File: src/rtl/writeback_queue.sv
// In-order writeback FIFO between the ALU/load producers and the register file write port.
// Optional macro WBQ_FWD_EN enables data forwarding on the lookup port; otherwise fwd_data is 0.
module writeback_queue #(
  parameter int WORDSIZE = 64,
  parameter int ADDRW    = 6,
  parameter int NUM_REGS = 32,
  parameter int DEPTH    = 4
) (
  input  logic                    clk,
  input  logic                    reset,

  input  logic                    alu_valid,
  output logic                    alu_ready,
  input  logic [ADDRW-1:0]        alu_addr,
  input  logic [WORDSIZE-1:0]     alu_data,

  input  logic                    ld_valid,
  output logic                    ld_ready,
  input  logic [ADDRW-1:0]        ld_addr,
  input  logic [WORDSIZE-1:0]     ld_data,

  output logic                    write_en,
  output logic [ADDRW-1:0]        write_addr,
  output logic [WORDSIZE-1:0]     write_data,

  input  logic [ADDRW-1:0]        fwd_addr,
  output logic                    fwd_hit,
  output logic [WORDSIZE-1:0]     fwd_data,

  output logic [$clog2(DEPTH):0]  count,
  output logic                    err_addr
);

  localparam int PW = $clog2(DEPTH);
  localparam int CW = PW + 1;
  localparam logic [CW-1:0]    DEPTH_C = CW'(DEPTH);
  localparam logic [ADDRW:0]   NREGS_C = (ADDRW + 1)'(NUM_REGS);

  logic [ADDRW-1:0]    addr_q [DEPTH];
  logic [WORDSIZE-1:0] data_q [DEPTH];
  logic [DEPTH-1:0]    valid_q;

  logic [PW-1:0] head_q, head_d;
  logic [PW-1:0] tail_q, tail_d;
  logic [PW-1:0] ld_slot;
  logic [CW-1:0] count_q, count_d;
  logic [CW-1:0] ld_room;
  logic          err_q, err_d;

  logic alu_fire, ld_fire;
  logic alu_push, ld_push;
  logic pop;

  logic                match;
  logic [WORDSIZE-1:0] match_data;
  logic [PW-1:0]       scan_idx;

  function automatic logic addrLegal(input logic [ADDRW-1:0] a);
    return (a != '0) && ({1'b0, a} < NREGS_C);
  endfunction

  function automatic logic addrBad(input logic [ADDRW-1:0] a);
    return {1'b0, a} >= NREGS_C;
  endfunction

  // Ready ignores a same-cycle pop; the load only sees room left after an ALU accept.
  assign alu_ready = ~reset & (count_q < DEPTH_C);
  assign ld_room   = count_q + CW'(alu_valid & alu_ready);
  assign ld_ready  = ~reset & (ld_room < DEPTH_C);

  assign alu_fire = alu_valid & alu_ready;
  assign ld_fire  = ld_valid  & ld_ready;

  // Register 0 and out-of-range destinations complete the handshake but are dropped.
  assign alu_push = alu_fire & addrLegal(alu_addr);
  assign ld_push  = ld_fire  & addrLegal(ld_addr);

  assign write_en   = ~reset & (count_q != '0);
  assign write_addr = addr_q[head_q];
  assign write_data = data_q[head_q];
  assign pop        = write_en;

  assign ld_slot = tail_q + PW'(alu_push);

  always_comb begin
    count_d = count_q + CW'(alu_push) + CW'(ld_push) - CW'(pop);
    tail_d  = tail_q + PW'(alu_push) + PW'(ld_push);
    head_d  = head_q + PW'(pop);
    err_d   = err_q | (alu_fire & addrBad(alu_addr)) | (ld_fire & addrBad(ld_addr));
  end

  always_ff @(posedge clk) begin
    if (reset) begin
      head_q  <= '0;
      tail_q  <= '0;
      count_q <= '0;
      valid_q <= '0;
      err_q   <= 1'b0;
    end else begin
      head_q  <= head_d;
      tail_q  <= tail_d;
      count_q <= count_d;
      err_q   <= err_d;
      if (pop) begin
        valid_q[head_q] <= 1'b0;
      end
      if (alu_push) begin
        valid_q[tail_q] <= 1'b1;
      end
      if (ld_push) begin
        valid_q[ld_slot] <= 1'b1;
      end
    end
  end

  // Payload storage needs no reset; valid_q qualifies every read of it.
  always_ff @(posedge clk) begin
    if (!reset) begin
      if (alu_push) begin
        addr_q[tail_q] <= alu_addr;
        data_q[tail_q] <= alu_data;
      end
      if (ld_push) begin
        addr_q[ld_slot] <= ld_addr;
        data_q[ld_slot] <= ld_data;
      end
    end
  end

  // Walk oldest to youngest from the head so the last match is the youngest entry.
  always_comb begin
    match      = 1'b0;
    match_data = '0;
    scan_idx   = '0;
    for (int i = 0; i < DEPTH; i++) begin
      scan_idx = head_q + PW'(i);
      if (valid_q[scan_idx] && (addr_q[scan_idx] == fwd_addr)) begin
        match      = 1'b1;
        match_data = data_q[scan_idx];
      end
    end
  end

  assign fwd_hit = ~reset & (fwd_addr != '0) & match;

`ifdef WBQ_FWD_EN
  assign fwd_data = fwd_hit ? match_data : '0;
`else
  assign fwd_data = '0;
`endif

  assign count    = count_q;
  assign err_addr = err_q;

endmodule
File: config.mk
export PLATFORM = sky130hd
export DESIGN_NAME = writeback_queue
export DESIGN_NICKNAME = d
export VERILOG_FILES = /design/src/rtl/writeback_queue.sv
export SDC_FILE = /design/constraint.sdc
export NUM_CORES = 1
export LEC_CHECK = 0
export BUFFER_PORTS_ARGS = -buffer_cell sky130_fd_sc_hd__buf_2
export CORE_AREA = 5 5 181 183
export CTS_CLUSTER_SIZE = 16
export DETAILED_ROUTE_END_ITERATION = 16
export DIE_AREA = 0 0 186 188
export PLACE_DENSITY = 0.77
export SYNTH_ARGS = -nofsm -noshare
export SYNTH_HDL_FRONTEND = slang
export SYNTH_SLANG_ARGS = --single-unit
File: constraint.sdc
create_clock -name clk -period 4.76 [get_ports clk]
set_input_delay 1.428 -clock clk [delete_from_list [all_inputs] [get_ports clk]]
set_output_delay 1.428 -clock clk [all_outputs]
set_load 0.05 [all_outputs]
== Yosys cells after proc, flatten, opt, wreduce, memory -nomap -nowiden ==
Memories as Yosys holds them, arrays and structs flattened. A register that Yosys moved wholly into a read port is not among the register bits.
Cells that the tools add are included.
Operators by class
  $add $sub $neg: 10
  $mul: 0
  div/mod/pow operators: 0
  magnitude comparators: 15
  equality and inequality tests: 4
  shift operators: 0
  muxes and demuxes: 31
  bitwise operators: 19
  reductions and logical operators: 13
Operator list (number)
  6-bit == test: 4
  4-bit two-way mux: 5
  2-bit by 3-bit less-than comparator with 1-bit output, second input constant: 6
  6-bit nonzero test: 3
  1-bit two-way mux: 17
  1-bit AND: 12
  6-bit >= comparator, second input constant: 2
  6-bit less-than comparator, second input constant: 2
  3-bit by 1-bit adder with 3-bit output: 3
  1-bit logical AND: 9
  1-bit binary-select mux with 2-bit select: 4
  4-bit bitwise OR: 2
  2-bit by 1-bit adder with 2-bit output: 3
  1-bit demux with 2-bit select: 3
  2-bit by 1-bit >= comparator with 1-bit output, second input constant: 3
  3-bit less-than comparator, second input constant: 2
  2-bit adder, second input constant: 2
  4-bit AND: 1
  2-bit two-way mux: 2
  4-bit inverter: 1
  3-bit nonzero test: 1
  3-bit by 1-bit subtractor with 3-bit output: 1
  2-bit by 1-bit adder with 2-bit output, second input constant: 1
  1-bit bitwise OR: 2
  1-bit inverter: 1
Word-level totals
  register bits after elaboration: 12
  latch bits: 0
  RAM bits: 280
  ROM bits: 0
  input port bits: 150
  output and inout bits: 142
  word-level logic and storage cells: 99
  memories: 2
Memories
  data_q: depth 4, bits a word 64, read ports 1, clocked after Yosys merged registers in 1, wr ports 2, RTL line 40  | logic [WORDSIZE-1:0] data_q [DEPTH];
  addr_q: depth 4, bits a word 6, read ports 4, clocked after Yosys merged registers in 1, wr ports 2, RTL line 39  | logic [ADDRW-1:0] addr_q [DEPTH];

== Logic depth before layout (Yosys ltp) ==
  word-level depth: 13
  mapped depth: 13

== Least setup slack after synthesis ==
Ideal clock, no wire load.
  path kind: register to output
  start: register head_q[1]
  end: output fwd_hit
  arrival time: 4.117 ns
  setup slack: -0.785 ns
  cell stages (with the launch flop): 14
  cell sequence: dfxtp_1 buf_2 buf_2 buf_1 inv_1 ha_1 buf_4 buf_2 mux4_2 xnor2_1 nand4_1 a21oi_1 a31oi_1 a221oi_1
On the way
  word-level cells in the longest chain between the ends: 8
  elaborated cells between the ends (all ways): 24
  those cells by class: 3 x add/sub; 3 x eq/ne; 12 x mux; 1 x bitwise; 4 x reduce/logical; 1 x memory
RTL lines
  start, declared: RTL line 43  | logic [PW-1:0] head_q, head_d;
  start signal, assigned: RTL line 94  | head_q <= '0;
  start signal, assigned: RTL line 100  | head_q <= head_d;
  2-bit by 1-bit adder with 2-bit output or 1-bit binary-select mux with 2-bit select (tied branches): RTL line 136, 137
  memory read 4 x 6 bit, or another cell as far along
  6-bit == test, or another cell as far along: RTL line 137  | if (valid_q[scan_idx] && (addr_q[scan_idx] == fwd_addr)) begin
  1-bit logical AND or 1-bit two-way mux (tied branches): RTL line 137
  1-bit two-way mux (2 in series): RTL line 137
  1-bit two-way mux *: RTL line 137
  1-bit AND *: RTL line 144  | assign fwd_hit = ~reset & (fwd_addr != '0) & match;
  end, declared: RTL line 27  | output logic fwd_hit,
Mark *: on every way between the ends. The rest lies on a longest branch, timed or not. The select of a mux whose other input is x is not followed.

== Final worst setup path ==
  start: register head_q[0]
  end: output fwd_hit
The elaborated chain is that of the path after synthesis.

==> impl_metrics.yaml <==
timing:
  min_period_ns: 4.62
  setup_viol: 0
  period_share_pct: 97.1
  worst_slew_pin_slew_ns: 0.847
  slew_violations: 0
  fmax_mhz: 216
  rsz0062_at_grt: "no"
  fin_setup_tns_ns: 0
  slew_headroom_pct: 43.5
  finClkSkew_ns: 0.0231
  hold_violations: 0
min_path:
  hold_path_class: "reg2reg"
setup_path:
  crit-reg2reg-capture: "data_q[3][33]$_DFFE_PP_"
  critPathMaxStageDelay_ns: 0.39
  cp_slowest_cell: "dfxtp_4"
  critPathKind: "reg2out"
  reg2reg_depth: 8
  crit_path_end: "fwd_hit"
  cp.required_ns: 3.33
  crit_path_start_kind: "flip-flop"
  r2r_setup_slack_ns: 1.74
  startpoint: "head_q[0]$_SDFF_PP0_"
  reg2reg_from: "count[2]$_SDFF_PP0_"
  crit_fanout: 13
  path_cells: "clkinv_1, ha_4, buf_4, mux2i_1, xor2_1, a32oi_1, nor4_1, a31oi_1, a221oi_2, buf_2"
  worstPathArrival_ns: 3.19
  worst_setup_path_end_kind: "primary output"
synthesis:
  yosys.area.top_type: "edfxtp_1"
  yosysSeqAreaShare_pct: 55.6
  netlist_area_sq_um: 15600
  async_reset_ff_share_pct: 0
  synth-edff-count: 280
  synth_area_leaders: "edfxtp_1 54%, mux2_2 17%, mux4_2 12%, mux2_1 3.3%, buf_4 3.3%"
  syn_inst: 926
  synth_ff_type: "edfxtp_1"
  synth.top_cell.area_share_pct: 54.0
  synth_area_per_cell_sq_um: 16.8
  yosysUniqueCellTypes: 42
  synth.ff_latch_count: 292
  ys_warn_count: 0
die:
  core_region_area_sq_um: 31100
  die_area_sq_um: 35000
  io_pins: 292
  initial_utilization_pct: 50.1
  rows: 65
  die_w_microns: 186
  die_height_microns: 188
routing:
  wl_per_cell_microns: 22.6
  drcViolationCount: 0
  drt_first_pass_iters: 4
  post_drt_via_cell_ratio: 5.64
  ant_nets: 0
  drtIter0Drc: 558
  vias: 8922
  drt_wl_total_microns: 35800
layout:
  syn_to_final_growth_pct: 16.8
  post-route-util_pct: 58.5
  finalInstanceArea_sq_um: 18200
  final_cell_mix: "280 x edfxtp_1, 232 x mux2_2, 227 x buf_2"
  layout_commonest_cell: "edfxtp_1"
  nets: 1317
  drive_gt1_share_pct: 53.5
power_and_ir_drop:
  power.switching_mw: 3.01
  p_comb_share_pct: 35.0
  clock_power_share_pct: 29.3
  p_seq_share_pct: 35.7
  swShare_pct: 35.4
  p_per_area_nw_per_um2: 467
  power.leakage_nw: 6.39
  p_int_mw: 5.48
  ir_worst_vdd_uv: 293
outcome:
  outcome: "finished, final reports clean"
grt:
  grt_start_max_net_pins: 91
  grt_pass1_wl_microns: 54800
  antenna_found_initial: 11
  grt-ovfl-total: 0
  grt_pass1_vias: 9482
  globalRouteTotalUtil_pct: 20.2
clock_network:
  cts_tree: "done"
  hold_buffers: 0
  cts_buffers: 34
  clk_latency_ns: 0.51
  clockBufferDepth: 3
  cts_setup_buffers: 0
  ctsRootBufferMaster: "clkbuf_16"
  htree_levels: 2
  clock_sinks: 292
  clkSlewWorstSetupHoldPaths_ns: 0.06
place:
  place.gp.congestion: 0.797
  placed_area_sq_um: 17100
  port-buffer-count: 227
  dpl.hpwl_microns: 22600
run:
  cap_violations: 0
==> registers in the layout, indices dropped and copies added (netlist names) <==
register  count
err_addr      1
head_q        2
addr_q       24
data_q      256
valid_q       4
count         3
tail_q        2
==> final cells by class <==
type                            count  area, sq um
Clock inverter                     20          155
Fill cell                        2409        12900
Tap cell                          402          503
Multi-Input combinational cell    565         6360
Inverter                           11         41.3
Antenna cell                        2         5.00
Timing Repair Buffer              253         1560
Sequential cell                   292         8660
Clock buffer                       38          897
==> how the worst min path moves through the flow <==
stage / depth (start not counted) / start / endpoint
floorplan: 2 / valid_q[3]$_SDFF_PP0_ / valid_q[3]$_SDFF_PP0_
global placement: 2 / err_addr$_SDFF_PP0_ / err_addr$_SDFF_PP0_
detailed placement: 2 / valid_q[3]$_SDFF_PP0_ / valid_q[3]$_SDFF_PP0_
CTS: 2 / valid_q[3]$_SDFF_PP0_ / valid_q[3]$_SDFF_PP0_
global route: 2 / err_addr$_SDFF_PP0_ / err_addr$_SDFF_PP0_
finish: 2 / valid_q[3]$_SDFF_PP0_ / valid_q[3]$_SDFF_PP0_
==> Yosys cell counts (4+ instances only) <==
| library cell | count |
|---|---|
| mux4_2 | 82 |
| xor2_1 | 17 |
| nand3_1 | 6 |
| a31oi_1 | 4 |
| clkbuf_1 | 23 |
| edfxtp_1 | 280 |
| mux2i_1 | 14 |
| nand2_1 | 13 |
| nor2_1 | 13 |
| dfxtp_1 | 12 |
| buf_6 | 13 |
| nor2b_1 | 7 |
| buf_1 | 5 |
| nand4_1 | 5 |
| inv_1 | 9 |
| buf_4 | 68 |
| nor3_1 | 5 |
| mux2_1 | 46 |
| ha_1 | 8 |
| mux2_2 | 232 |
| xnor2_1 | 18 |
| buf_2 | 12 |
==> cells by family after synthesis <==
family / share of synthesized area, %
mux: 32.9
flops: 55.6
buf+inv: 5.55
simple gates: 1.99
xor+xnor: 1.97
compound gates: 1.14
fa+ha+maj: 0.900
other cells: 0.0241
==> power groups by stage <==
stage	clock network, mW	logic [mW]	registers, mW
floorplan	0	2.29	3.10
global placement	0	2.93	3.08
detailed placement	0	2.96	3.08
CTS	2.53	2.96	3.03
global route	2.65	3.15	3.04
finish	2.49	2.97	3.03
==> critical path, delay by kind of cell (launching register included) <==
family                     cells  cell delay, ns
muxes                          1            0.25
xor gates and xnor gates       1            0.17
buffers and inverters          3            0.69
AOI/OAI and AO/OA              3            0.53
DFF                            1            0.39
and+or+nand+nor                1            0.28
adders and majority gates      1            0.38
==> routing by layer <==
metal	routed length (microns)	track usage (%)	vias up
met5	115	0	-
met4	568	3.95	18
met3	2880	5.57	61
met2	18100	34.6	325
met1	14200	25.9	4495
li1	-	-	4023
==> stage by stage <==
stage | hold slack (ns) | std cells | setup WS (ns) | total power [mW]
6_report | 0.527 | 1583 | 0.140 | 8.48
3_5_place_dp | 0.518 | 1522 | 0.292 | 6.04
3_3_place_gp | 0.504 | 1522 | 0.313 | 6.01
5_1_grt | 0.564 | 1582 | 0.00478 | 8.84
4_1_cts | 0.527 | 1580 | 0.00968 | 8.52
2_1_floorplan | 0.483 | 989 | -0.320 | 5.39
==> repair_timing <==
action / CTS / global route
resized for setup: 1 / 2
gates cloned: 0 / 1
setup endpoints to repair: 1 / 1
Power figures use the tool's default switching activity.
